===== src/rtl/datamem_arbiter_if.sv =====
// Bundle of requester, memory and status signals around the data-memory arbiter.
// The arbiter uses the slave view; the surrounding system uses the master view.
interface datamem_arbiter_if #(
  parameter int unsigned AW = 16,
  parameter int unsigned DW = 32
);
  logic          cpu_req;
  logic          cpu_we;
  logic [AW-1:0] cpu_addr;
  logic [DW-1:0] cpu_wdata;
  logic          cpu_gnt;
  logic          cpu_rvalid;
  logic [DW-1:0] cpu_rdata;

  logic          acc_req;
  logic          acc_we;
  logic [AW-1:0] acc_addr;
  logic [DW-1:0] acc_wdata;
  logic          acc_lock;
  logic          acc_gnt;
  logic          acc_rvalid;
  logic [DW-1:0] acc_rdata;

  logic          mem_en;
  logic          mem_we;
  logic [AW-1:0] mem_addr;
  logic [DW-1:0] mem_wdata;
  logic [DW-1:0] mem_rdata;

  logic          busy;

  modport slave (
    input  cpu_req, cpu_we, cpu_addr, cpu_wdata,
    input  acc_req, acc_we, acc_addr, acc_wdata, acc_lock,
    input  mem_rdata,
    output cpu_gnt, cpu_rvalid, cpu_rdata,
    output acc_gnt, acc_rvalid, acc_rdata,
    output mem_en, mem_we, mem_addr, mem_wdata,
    output busy
  );

  modport master (
    output cpu_req, cpu_we, cpu_addr, cpu_wdata,
    output acc_req, acc_we, acc_addr, acc_wdata, acc_lock,
    output mem_rdata,
    input  cpu_gnt, cpu_rvalid, cpu_rdata,
    input  acc_gnt, acc_rvalid, acc_rdata,
    input  mem_en, mem_we, mem_addr, mem_wdata,
    input  busy
  );
endinterface


===== src/rtl/datamem_arbiter.sv =====
// Shares the single-port data memory between the CPU and the hash accelerator.
// One transaction in flight, round-robin with a bounded accelerator burst lock.
module datamem_arbiter #(
  parameter int unsigned AW        = 16,
  parameter int unsigned DW        = 32,
  parameter int unsigned MEM_LAT   = 1,
  parameter int unsigned MAX_BURST = 4
) (
  input logic              clk,
  input logic              rst_n,
  datamem_arbiter_if.slave bus
);
  localparam int unsigned LW = $clog2(MEM_LAT + 1);
  localparam int unsigned BW = $clog2(MAX_BURST + 1);

  typedef enum logic [1:0] {StIdle, StIssue, StWait, StResp} state_e;

  state_e          r_state;
  logic            r_last_acc;
  logic [BW-1:0]   r_burst_cnt;
  logic [LW-1:0]   r_lat_cnt;
  logic            r_cpu_gnt, r_acc_gnt, r_cpu_rvalid, r_acc_rvalid;
  logic [DW-1:0]   r_cpu_rdata, r_acc_rdata;
  logic            r_mem_en, r_mem_we, r_busy;
  logic [AW-1:0]   r_mem_addr;
  logic [DW-1:0]   r_mem_wdata;

  logic            w_lock_active;
  logic            w_pick_acc;
  logic [BW-1:0]   w_burst_inc;

  // A non-zero burst count means the previous grant was a locked accelerator grant.
  assign w_lock_active = bus.acc_lock && (r_burst_cnt != '0) &&
                         (r_burst_cnt < BW'(MAX_BURST));
  assign w_burst_inc   = (r_burst_cnt == BW'(MAX_BURST)) ? r_burst_cnt
                                                          : r_burst_cnt + BW'(1);

  always_comb begin
    w_pick_acc = 1'b0;
    if (bus.acc_req && !bus.cpu_req) begin
      w_pick_acc = 1'b1;
    end else if (bus.acc_req && bus.cpu_req) begin
      w_pick_acc = w_lock_active ? 1'b1 : !r_last_acc;
    end
  end

  always_ff @(posedge clk or negedge rst_n) begin
    if (!rst_n) begin
      r_state      <= StIdle;
      r_last_acc   <= 1'b1;
      r_burst_cnt  <= '0;
      r_lat_cnt    <= '0;
      r_cpu_gnt    <= 1'b0;
      r_acc_gnt    <= 1'b0;
      r_cpu_rvalid <= 1'b0;
      r_acc_rvalid <= 1'b0;
      r_cpu_rdata  <= '0;
      r_acc_rdata  <= '0;
      r_mem_en     <= 1'b0;
      r_mem_we     <= 1'b0;
      r_mem_addr   <= '0;
      r_mem_wdata  <= '0;
      r_busy       <= 1'b0;
    end else begin
      r_cpu_gnt    <= 1'b0;
      r_acc_gnt    <= 1'b0;
      r_cpu_rvalid <= 1'b0;
      r_acc_rvalid <= 1'b0;
      r_mem_en     <= 1'b0;
      unique case (r_state)
        StIdle: begin
          if (bus.cpu_req || bus.acc_req) begin
            r_state     <= StIssue;
            r_busy      <= 1'b1;
            r_last_acc  <= w_pick_acc;
            r_mem_en    <= 1'b1;
            r_cpu_gnt   <= !w_pick_acc;
            r_acc_gnt   <= w_pick_acc;
            r_mem_we    <= w_pick_acc ? bus.acc_we    : bus.cpu_we;
            r_mem_addr  <= w_pick_acc ? bus.acc_addr  : bus.cpu_addr;
            r_mem_wdata <= w_pick_acc ? bus.acc_wdata : bus.cpu_wdata;
            r_burst_cnt <= (w_pick_acc && bus.acc_lock) ? w_burst_inc : '0;
          end
        end
        StIssue: begin
          if (r_mem_we) begin
            r_state <= StIdle;
            r_busy  <= 1'b0;
          end else begin
            r_state   <= StWait;
            r_lat_cnt <= LW'(MEM_LAT);
          end
        end
        StWait: begin
          r_lat_cnt <= r_lat_cnt - LW'(1);
          if (r_lat_cnt == LW'(1)) begin
            r_state <= StResp;
            if (r_last_acc) begin
              r_acc_rdata  <= bus.mem_rdata;
              r_acc_rvalid <= 1'b1;
            end else begin
              r_cpu_rdata  <= bus.mem_rdata;
              r_cpu_rvalid <= 1'b1;
            end
          end
        end
        StResp: begin
          r_state <= StIdle;
          r_busy  <= 1'b0;
        end
        default: r_state <= StIdle;
      endcase
    end
  end

  assign bus.cpu_gnt    = r_cpu_gnt;
  assign bus.cpu_rvalid = r_cpu_rvalid;
  assign bus.cpu_rdata  = r_cpu_rdata;
  assign bus.acc_gnt    = r_acc_gnt;
  assign bus.acc_rvalid = r_acc_rvalid;
  assign bus.acc_rdata  = r_acc_rdata;
  assign bus.mem_en     = r_mem_en;
  assign bus.mem_we     = r_mem_we;
  assign bus.mem_addr   = r_mem_addr;
  assign bus.mem_wdata  = r_mem_wdata;
  assign bus.busy       = r_busy;
endmodule


===== src/flat_wrapper.sv =====
// flat-port wrapper written by rule: the top's interface ports become plain ports
module datamem_arbiter_flat 
#(
  parameter int unsigned AW        = 16,
  parameter int unsigned DW        = 32,
  parameter int unsigned MEM_LAT   = 1,
  parameter int unsigned MAX_BURST = 4
)
  (clk, rst_n, bus_cpu_req, bus_cpu_we, bus_cpu_addr, bus_cpu_wdata, bus_acc_req, bus_acc_we, bus_acc_addr, bus_acc_wdata, bus_acc_lock, bus_mem_rdata, bus_cpu_gnt, bus_cpu_rvalid, bus_cpu_rdata, bus_acc_gnt, bus_acc_rvalid, bus_acc_rdata, bus_mem_en, bus_mem_we, bus_mem_addr, bus_mem_wdata, bus_busy);
  datamem_arbiter_if #(.AW(AW), .DW(DW)) bus_i ();
  input logic clk;
  input logic rst_n;
  input wire logic [$bits(bus_i.cpu_req)-1:0] bus_cpu_req;
  input wire logic [$bits(bus_i.cpu_we)-1:0] bus_cpu_we;
  input wire logic [$bits(bus_i.cpu_addr)-1:0] bus_cpu_addr;
  input wire logic [$bits(bus_i.cpu_wdata)-1:0] bus_cpu_wdata;
  input wire logic [$bits(bus_i.acc_req)-1:0] bus_acc_req;
  input wire logic [$bits(bus_i.acc_we)-1:0] bus_acc_we;
  input wire logic [$bits(bus_i.acc_addr)-1:0] bus_acc_addr;
  input wire logic [$bits(bus_i.acc_wdata)-1:0] bus_acc_wdata;
  input wire logic [$bits(bus_i.acc_lock)-1:0] bus_acc_lock;
  input wire logic [$bits(bus_i.mem_rdata)-1:0] bus_mem_rdata;
  output wire logic [$bits(bus_i.cpu_gnt)-1:0] bus_cpu_gnt;
  output wire logic [$bits(bus_i.cpu_rvalid)-1:0] bus_cpu_rvalid;
  output wire logic [$bits(bus_i.cpu_rdata)-1:0] bus_cpu_rdata;
  output wire logic [$bits(bus_i.acc_gnt)-1:0] bus_acc_gnt;
  output wire logic [$bits(bus_i.acc_rvalid)-1:0] bus_acc_rvalid;
  output wire logic [$bits(bus_i.acc_rdata)-1:0] bus_acc_rdata;
  output wire logic [$bits(bus_i.mem_en)-1:0] bus_mem_en;
  output wire logic [$bits(bus_i.mem_we)-1:0] bus_mem_we;
  output wire logic [$bits(bus_i.mem_addr)-1:0] bus_mem_addr;
  output wire logic [$bits(bus_i.mem_wdata)-1:0] bus_mem_wdata;
  output wire logic [$bits(bus_i.busy)-1:0] bus_busy;
  assign bus_i.cpu_req = bus_cpu_req;
  assign bus_i.cpu_we = bus_cpu_we;
  assign bus_i.cpu_addr = bus_cpu_addr;
  assign bus_i.cpu_wdata = bus_cpu_wdata;
  assign bus_i.acc_req = bus_acc_req;
  assign bus_i.acc_we = bus_acc_we;
  assign bus_i.acc_addr = bus_acc_addr;
  assign bus_i.acc_wdata = bus_acc_wdata;
  assign bus_i.acc_lock = bus_acc_lock;
  assign bus_i.mem_rdata = bus_mem_rdata;
  assign bus_cpu_gnt = bus_i.cpu_gnt;
  assign bus_cpu_rvalid = bus_i.cpu_rvalid;
  assign bus_cpu_rdata = bus_i.cpu_rdata;
  assign bus_acc_gnt = bus_i.acc_gnt;
  assign bus_acc_rvalid = bus_i.acc_rvalid;
  assign bus_acc_rdata = bus_i.acc_rdata;
  assign bus_mem_en = bus_i.mem_en;
  assign bus_mem_we = bus_i.mem_we;
  assign bus_mem_addr = bus_i.mem_addr;
  assign bus_mem_wdata = bus_i.mem_wdata;
  assign bus_busy = bus_i.busy;
  datamem_arbiter #(.AW(AW), .DW(DW), .MEM_LAT(MEM_LAT), .MAX_BURST(MAX_BURST)) u_core (.clk(clk), .rst_n(rst_n), .bus(bus_i));
endmodule

===== config.mk =====
export PLATFORM = sky130hd
export DESIGN_NAME = datamem_arbiter_flat
export DESIGN_NICKNAME = d
export VERILOG_FILES = /design/src/rtl/datamem_arbiter_if.sv /design/src/rtl/datamem_arbiter.sv /design/src/flat_wrapper.sv
export SDC_FILE = /design/constraint.sdc
export NUM_CORES = 1
export LEC_CHECK = 0
export BUFFER_PORTS_ARGS = -buffer_cell sky130_fd_sc_hd__buf_2
export CAP_MARGIN = 10
export CORE_ASPECT_RATIO = 1.4
export CORE_MARGIN = 8
export CORE_UTILIZATION = 40
export DETAILED_ROUTE_END_ITERATION = 8
export PLACE_DENSITY = 0.69
export SYNTH_ARGS = -nofsm -noshare
export SYNTH_HDL_FRONTEND = slang
export SYNTH_SLANG_ARGS = --single-unit

===== constraint.sdc =====
create_clock -name clk -period 2.3 [get_ports clk]
set_input_delay 0.345 -clock clk [delete_from_list [all_inputs] [get_ports clk]]
set_output_delay 0.345 -clock clk [all_outputs]
set_load 0.03 [all_outputs]

-- Yosys cells after proc, flatten, opt, wreduce, memory -nomap -nowiden
Cells that the tools add are included.
- register bits: 126
- output and inout port bits: 119
- word-level logic and storage cells: 77
- add/sub/neg operators: 2
- order comparisons: 1
- equality and inequality tests: 9
- muxes and demuxes: 29
- bitwise gates (word level): 1
- reductions and logical operators: 20
- operator list (operator ; count):
    $mux 32 ; 1
    $mux 1 ; 19
    $mux 16 ; 1
    $reduce_and 3->1 ; 4
    $pmux 2 s4 ; 1
    $mux 2 ; 3
    $mux 3 ; 2
    $ne 2x1->1 const B ; 3
    $reduce_and 2->1 ; 3
    $reduce_bool 3->1 ; 2
    $logic_and 1x1->1 ; 5
    $eq 2x2->1 const B ; 2
    $ne 2x2->1 const B ; 2
    $add 3x1->3 const B ; 1
    $eq 3x3->1 const B ; 1
    $logic_not 1->1 ; 3
    $lt 3x3->1 const B ; 1
    $pmux 1 s3 ; 1
    $eq 2x1->1 const B ; 1
    $logic_not 2->1 ; 1
    $pmux 1 s2 ; 1
    $reduce_bool 2->1 ; 1
    $logic_or 1x1->1 ; 1
    $not 1->1 ; 1
    $sub 1x1->1 const B ; 1

-- Depth between registers and ports, before layout
Gate-level depths: netlist of run 1.
- depth after elaboration: 9
- mapped depth: 8
- mapped depth without buffers: 6

-- Worst setup path before layout of run 1
No wires, ideal clock.
- kind: reg-to-reg
- start point: register u_core.r_burst_cnt[0]
- end point: register u_core.r_mem_addr[11], in the netlist u_core.bus.mem_addr[11]
- library setup time: 0.126 ns
- data arrival time: 1.521 ns
- data required time: 2.174 ns
- path slack: 0.653 ns
- cell stages (with the launch flop): 8
- path buffers: 1
- clock period less this slack: 1.647 ns
- cell sequence: dfrtp_1 -> inv_1 -> ha_1 -> nor3b_2 -> o21ai_2 -> clkbuf_1 -> and3_1 -> a221o_1
- longest elaborated chain between the ends: 7
- ends and longest elaborated chain (element ; RTL line ; text):
    start, declared ; datamem_arbiter.sv:20 ; logic [BW-1:0] r_burst_cnt;
    start signal, assigned ; datamem_arbiter.sv:82 ; r_burst_cnt <= (w_pick_acc && bus.acc_lock) ? w_burst_inc : '0;
    branches (longest 2 deep; another with $lt 3x3->1) ; n/a ;
    $logic_and 1x1->1 (*) ; datamem_arbiter.sv:33 ; assign w_lock_active = bus.acc_lock && (r_burst_cnt != '0) &&
    $mux 1 (*) ; datamem_arbiter.sv:43 ; w_pick_acc = w_lock_active ? 1'b1 : !r_last_acc;
    $mux 1 (*) ; datamem_arbiter.sv:42 ; end else if (bus.acc_req && bus.cpu_req) begin
    $mux 1 (*) ; datamem_arbiter.sv:40 ; if (bus.acc_req && !bus.cpu_req) begin
    $mux 16 (*) ; datamem_arbiter.sv:80 ; r_mem_addr <= w_pick_acc ? bus.acc_addr : bus.cpu_addr;
    end signal, assigned ; datamem_arbiter.sv:80 ;
    end, declared ; datamem_arbiter.sv:25 ; logic [AW-1:0] r_mem_addr;
Mark *: on every way between the ends.
A chain may end at the register's enable or synchronous reset.

-- Worst setup path after layout of run 1
- start point: register u_core.r_burst_cnt[0]
- end point: register u_core.r_mem_wdata[1], in the netlist u_core.bus.mem_wdata[1]
- longest elaborated chain between the ends: 7
- ends and longest elaborated chain (element ; RTL line ; text):
    branches (longest 2 deep; another with $lt 3x3->1) ; n/a ;
    $logic_and 1x1->1 (*) ; datamem_arbiter.sv:33 ;
    $mux 1 (*) ; datamem_arbiter.sv:43 ;
    $mux 1 (*) ; datamem_arbiter.sv:42 ;
    $mux 1 (*) ; datamem_arbiter.sv:40 ;
    $mux 32 (*) ; datamem_arbiter.sv:81 ; r_mem_wdata <= w_pick_acc ? bus.acc_wdata : bus.cpu_wdata;
    end signal, assigned ; datamem_arbiter.sv:81 ;
    end, declared ; datamem_arbiter.sv:26 ; logic [DW-1:0] r_mem_wdata;
Marks and branches as above.

==> impl_metrics.ini, run 1 <==
[yosys]
synth_area_leaders = dfrtp_1, mux2_2, a221o_1
ys_seq_elements = 126
synth_area_leader_cell = dfrtp_1
synth_compound_area_frac = 0.115
synth_xor_area_frac = 0
synth_adder_area_share = 0.00492
postSynthCellCount = 394
synth_top_family_by_area = multiplexers
synth_top_area_share = 0.614
synthSimpleGateAreaFrac = 0.0855
synth_fp_nets = 531
synthMuxAreaShare = 0.146
syn_avg_cell_area_um2 = 12.9
ys_seq_area_frac = 0.620
yosys_warnings = 0
synth_area_mm2 = 0.00509
synthDistinctLibCells = 31

[die]
dieArea_mm2 = 0.0166
ios = 254
die_h_um = 149
row_count = 49
fp.dieW_um = 111
start_util = 0.403
core_mm2 = 0.0126

[power_and_ir_drop]
finalPower_mw = 12.4
power_per_cell_area_mw_per_mm2 = 1730
ir_drop_mv = 0.656
p_leak_nw = 3.68

[global_routing]
overflow = 0
grt_antenna_before_repair = 2
grt_pass1_vias = 4555
grt_pass1_wl_mm = 23.2
track_usage = 0.172
grt_start_max_net_pins = 52

[routing]
drc_errors = 0
dr.first_iter.drc_count = 163
via_per_inst = 5.05
dr_total_vias = 4126
drt_wl_total_mm = 14.3
firstDrtPassIters = 5
final_antenna_net_count = 0
wl_per_cell_um = 17.5

[clocking]
worstSkewPairLatency_ns = 0.40
cts_buffers = 17
cts.clk_slew.worst_paths_ns = 0.06
clockBufferDepth = 2
numClockSinks = 126
cts_root_buf = clkbuf_16
cts_tree = done
h-tree-depth = 4
cts_setup_buffers = 0

[worst_setup_path]
end_kind = flip-flop
critical_path_class = reg2reg
path_max_fanout = 30
cp.required_ns = 2.57
worstPathArrival_ns = 2.22
cp-start-kind = flip-flop

[layout]
antenna_cells = 0
layout.area.seq_mm2 = 0.00315
finalNonFillerCells = 817
multiInputGateArea_mm2 = 0.00180
post-route-util = 0.570
nFillCells = 1080
drive_gt1_frac = 0.529
fin_nets = 788
fin_area_mm2 = 0.00720
synthToLayoutAreaGrowth_pct = 41.3

[sta]
rsz0062_at_grt = false
fin_tns_setup_ns = 0
fin_crit_ns = 1.94
max-slew-margin-rel = 0.631
whs_ns = 0.171
fmax_mhz = 514
fin_ws_ns = 0.356
final.period_utilization = 0.845
finalHoldViolations = 0
finalClockSkew_ns = 0.0124
worstMarginPinSlew_ns = 0.553
maxSlewViolCount = 0
setup_viol = 0

[placement]
place_area_mm2 = 0.00656
port_buffers = 253
pre_cts_slack_ns = 0.365
placed_cells = 784
gp_congestion = 0.751
hpwl_mm = 10.6

[outcome]
status = finished, final reports clean

[run]
cap_violations = 0

[hold_path]
hold_path.class = in2reg
==> critical path: stages (launching register included) <==
cell	delay, ns
dfrtp_1	0.39
inv_1	0.07
ha_1	0.25
nor3b_2	0.31
o21ai_4	0.09
buf_4	0.22
and3_1	0.20
a221o_1	0.27
==> synth_stat cells <==
cell type and count:
a21o_1 2, inv_1 4, nor2_1 24, and2b_1 1
o21a_1 1, and3_1 29, dfrtp_1 125, nor3b_1 1
buf_2 10, ha_1 2, nor2_4 1, mux2_2 48
buf_4 5, clkbuf_1 10, o21ai_4 1, a21oi_1 42
a22o_1 1, o21ai_2 1, o211ai_1 1, o21bai_1 1
mux2_1 17, mux2i_1 1, a221o_1 29, nand2_1 28
inv_2 1, dfstp_2 1, buf_1 1, nand3_2 1
o21ai_0 3, nor3b_2 1, nor3_2 1
==> power by group <==
part,switching (mW),internal (mW)
Combinational,3.74,1.97
Sequential,0.606,3.34
Clock,0.962,1.80
Total,5.31,7.11
==> cell type report <==
type / instances / area share
Inverter: 5 / 0.00261
Timing Repair Buffer: 264 / 0.195
Sequential cell: 126 / 0.438
Multi-Input combinational cell: 237 / 0.251
Clock buffer: 20 / 0.0649
Tap cell: 153 / 0.0266
Clock inverter: 12 / 0.0219
==> metal layers <==
layer,up-vias,track usage,share of wire
met5,-,0,0.0015
met4,4,0.0676,0.018
met3,20,0.0682,0.073
met2,171,0.290,0.50
met1,1991,0.191,0.40
li1,1940,-,-
==> final timing paths <==
kind / cells past startpoint / slack [ns] / startpoint / end
min in group asynchronous: 2 / 0.48 / rst_n / u_core.bus.cpu_rdata[7]
hold / removal: 3 / 0.17 / bus_cpu_wdata[28] / u_core.bus.mem_wdata[28]
hold reg to reg: 2 / 0.48 / u_core.bus.busy / u_core.bus.busy
setup reg to reg: 7 / 0.36 / u_core.r_burst_cnt[0] / u_core.bus.mem_wdata[1]
max in group asynchronous: 3 / 1.16 / rst_n / u_core.bus.mem_addr[12]
setup / recovery: 7 / 0.36 / u_core.r_burst_cnt[0] / u_core.bus.mem_wdata[1]
==> flip-flops by register name, summed over array words and instances, names as in the netlist, named ones only <==
name                   count
u_core.bus.acc_rvalid      1
u_core.bus.mem_wdata      32
u_core.bus.cpu_rvalid      1
u_core.bus.mem_we          1
u_core.bus.mem_addr       16
u_core.r_burst_cnt         3
u_core.bus.cpu_gnt         1
u_core.bus.busy            1
u_core.bus.cpu_rdata      32
u_core.r_lat_cnt           1
u_core.bus.mem_en          1
u_core.bus.acc_rdata      32
u_core.bus.acc_gnt         1
u_core.r_state             1
u_core.r_last_acc          1
==> cell usage in the layout, fill, tap and decap left out, drive strengths merged <==
cell	n
ha	2
nand2	28
a22o	1
dlygate4sd3	1
and2b	1
mux2	65
buf	263
clkbuf	20
nor3b	2
nor2	25
dfrtp	125
nor3	1
bufinv	3
o21a	1
o21bai	1
clkinv	4
clkinvlp	3
dfstp	1
a221o	29
inv	7
o211ai	1
o21ai	5
a21o	2
and3	29
mux2i	1
a21oi	42
nand3	1
==> cells by family (layout without fill, tap and decap cells) <==
logic type / Yosys count / in the layout
and+or+nand+nor: 87 / 87
DFF: 126 / 126
adders and majority gates: 2 / 2
buffers and inverters: 31 / 301
AOI/OAI and AO/OA: 82 / 82
muxes: 66 / 66
==> what timing repair did <==
action                    CTS  global route
hold buffers                1             0
resized for setup           0             0
hold endpoints to repair   39             0
No activity file was read; power rests on OpenSTA's default activity.
==> run 2: changes to the inputs <==
--- a/config.mk
+++ b/config.mk
@@ -5,6 +5,7 @@
 export SDC_FILE = /design/constraint.sdc
 export NUM_CORES = 1
 export LEC_CHECK = 0
+export ABC_AREA = 1
 export BUFFER_PORTS_ARGS = -buffer_cell sky130_fd_sc_hd__buf_2
 export CAP_MARGIN = 10
 export CORE_ASPECT_RATIO = 1.4
==> constraint.sdc (replaced) <==
create_clock -name clk -period 1.9 [get_ports clk]
set_input_delay 0.285 -clock clk [delete_from_list [all_inputs] [get_ports clk]]
set_output_delay 0.285 -clock clk [all_outputs]
set_load 0.03 [all_outputs]
==> impl_metrics.ini, run 2 <==
[die]
die_h_um = 151
core_mm2 = 0.0128
start_util = 0.407
row_count = 49
dieArea_mm2 = 0.0169
fp.dieW_um = 112
ios = 254

[worst_setup_path]
crit_top_cell = nand2_1
r2r_cells = 10
end_kind = flip-flop
slowest_stage = dfrtp_1
cp-start-kind = flip-flop
path_cells = inv_1 -> ha_1 -> nor2_1 -> nand2_1 -> nand2_2 -> nand2_4 -> nor2_4 -> buf_12 -> nand2_1 -> nand3_1
critical_path_class = reg2reg
critPathTopFamily = simple AND/OR/NAND/NOR gates
cp.required_ns = 2.24
slowest_delay_ns = 0.36
cp_num_buf_inv = 2
path_max_fanout = 50
worstPathArrival_ns = 1.92
cp.depth = 10

[placement]
port_buffers = 253
gp_congestion = 0.792
placed_cells = 957
hpwl_mm = 11.2
pre_cts_slack_ns = 0.334

[routing]
dr_total_vias = 4719
firstDrtPassIters = 5
dr.first_iter.drc_count = 214
drc_errors = 0
via_per_inst = 4.77
wl_per_cell_um = 15.5
drt_wl_total_mm = 15.3
final_antenna_net_count = 0

[sta]
finalHoldViolations = 0
fin_crit_ns = 1.58
worstMarginPinSlew_ns = 0.482
rsz0062_at_grt = false
finalClockSkew_ns = 0.0230
fin_tns_setup_ns = 0
fmax_mhz = 635
maxSlewViolCount = 0
final.period_utilization = 0.829
setup_viol = 0
max-slew-margin-rel = 0.679
fin_ws_ns = 0.325

[layout]
drive_gt1_frac = 0.370
nFillCells = 1211
final_common_cell = buf_2
final_cell_mix = buf_2, nand2_1, dfrtp_1
synthToLayoutAreaGrowth_pct = 39.5
finalNonFillerCells = 989
antenna_cells = 0
fin_nets = 961

[power_and_ir_drop]
ir_drop_mv = 0.850
switchingPower_mw = 6.69
finalPower_mw = 14.7
power_frac_clock = 0.225
p_leak_nw = 4.03
switching_share = 0.454
seqPwrFrac = 0.317
power_frac_comb = 0.457
power_per_cell_area_mw_per_mm2 = 2030
intPower_mw = 8.03

[clocking]
cts_resized = 0
cts_setup_buffers = 0
cts_buffers = 17
numClockSinks = 126
cts_tree = done
cts.clk_slew.worst_paths_ns = 0.06
clockBufferDepth = 2
worstSkewPairLatency_ns = 0.41
h-tree-depth = 4
cts_root_buf = clkbuf_16

[yosys]
synth_common_cells = nand2_1, dfrtp_1, nand3_1
synthDistinctLibCells = 24
ys_seq_area_frac = 0.607
synth_flop_cell = dfrtp_1
synth_most_common_cell = nand2_1
synth_edf_count = 0
synth_area_leaders = dfrtp_1, nand2_1, nand3_1
synth_top_area_share = 0.602
synth_fp_nets = 708
syn_avg_cell_area_um2 = 9.10
synth_area_leader_cell = dfrtp_1
ys_seq_elements = 126
async_flop_share = 1.00
postSynthCellCount = 571
yosys_warnings = 0
synth_area_mm2 = 0.00519

[run]
cap_violations = 0

[outcome]
status = finished, final reports clean

[global_routing]
overflow = 0
grt_pass1_vias = 4917
grt_pass1_wl_mm = 25.0
track_usage = 0.184
grt_antenna_before_repair = 0
grt_start_max_net_pins = 66

[hold_path]
whs_path_depth = 3
hold_path.class = in2reg
[run 2: through the flow]
| step | util | hold slack (ns) | area, µm² |
|---|---|---|---|
| finish | 0.568 | 0.0744 | 7250 |
| detailed placement | 0.520 | 0.282 | 6630 |
| global route | 0.568 | 0.0609 | 7250 |
| global placement | 0.520 | 0.276 | 6630 |
| CTS | 0.568 | 0.0629 | 7250 |
| floorplan | - | -0.0106 | 5190 |
[run 2: layout make-up]
type                       count  area, µm²  share of cell area
clock buffer                  17        425              0.0587
clock inverter                14        181              0.0250
inverter                      45        169              0.0233
multi-input combinational    366       1670               0.230
sequential                   126       3150               0.435
tap                          153        191              0.0264
timing repair buffer         268       1460               0.201
[run 2: path summary, 6_finish.rpt]
path	endpoint	slack, ns	startpoint
worst max-delay path	u_core.bus.mem_addr[2]	0.32	u_core.r_burst_cnt[0]
worst min-delay path	u_core.bus.mem_wdata[1]	0.07	bus_acc_wdata[1]
worst max register to register	u_core.bus.mem_addr[2]	0.32	u_core.r_burst_cnt[0]
worst min register to register	u_core.bus.busy	0.48	u_core.bus.busy
max in group asynchronous	u_core.r_last_acc	0.87	rst_n
min in group asynchronous	u_core.bus.acc_rdata[2]	0.39	rst_n
[run 2: tightest hold or removal path: cells and delay by family]
| kind | cells | cell delay (ns) |
|---|---|---|
| buf+inv | 1 | 0.07 |
| simple gates | 2 | 0.09 |
[run 2: cell families (layout without fill, tap and decap cells)]
logic type,count (synthesis),count (layout),share of synthesized area
xor+xnor,1,1,0.00169
fa+ha+maj,2,2,0.00482
buf+inv,79,344,0.0732
flops,126,126,0.607
simple gates,295,295,0.244
compound gates,68,68,0.0686
[run 2: what timing repair did]
action	CTS	global route
endpoints found under the setup margin	0	0
endpoints found under the hold margin	30	0
hold buffers	1	0
[run 2: power by group through the flow]
stage	registers [mW]	logic, mW	clock network [mW]
2_1_floorplan	7.09	2.24	0
3_3_place_gp	4.67	6.73	0
3_5_place_dp	4.69	6.83	0
4_1_cts	4.68	6.84	3.40
5_1_grt	4.83	7.40	3.53
6_report	4.67	6.73	3.32
[run 2: routing by layer]
| layer | vias to the layer above | part of all wire | global-route usage |
|---|---|---|---|
| met1 | 2149 | 0.42 | 0.223 |
| met3 | 7 | 0.095 | 0.0806 |
| met4 | 0 | 0.0073 | 0.0548 |
| met2 | 214 | 0.48 | 0.293 |
| met5 | - | 0 | 0 |
| li1 | 2349 | - | - |
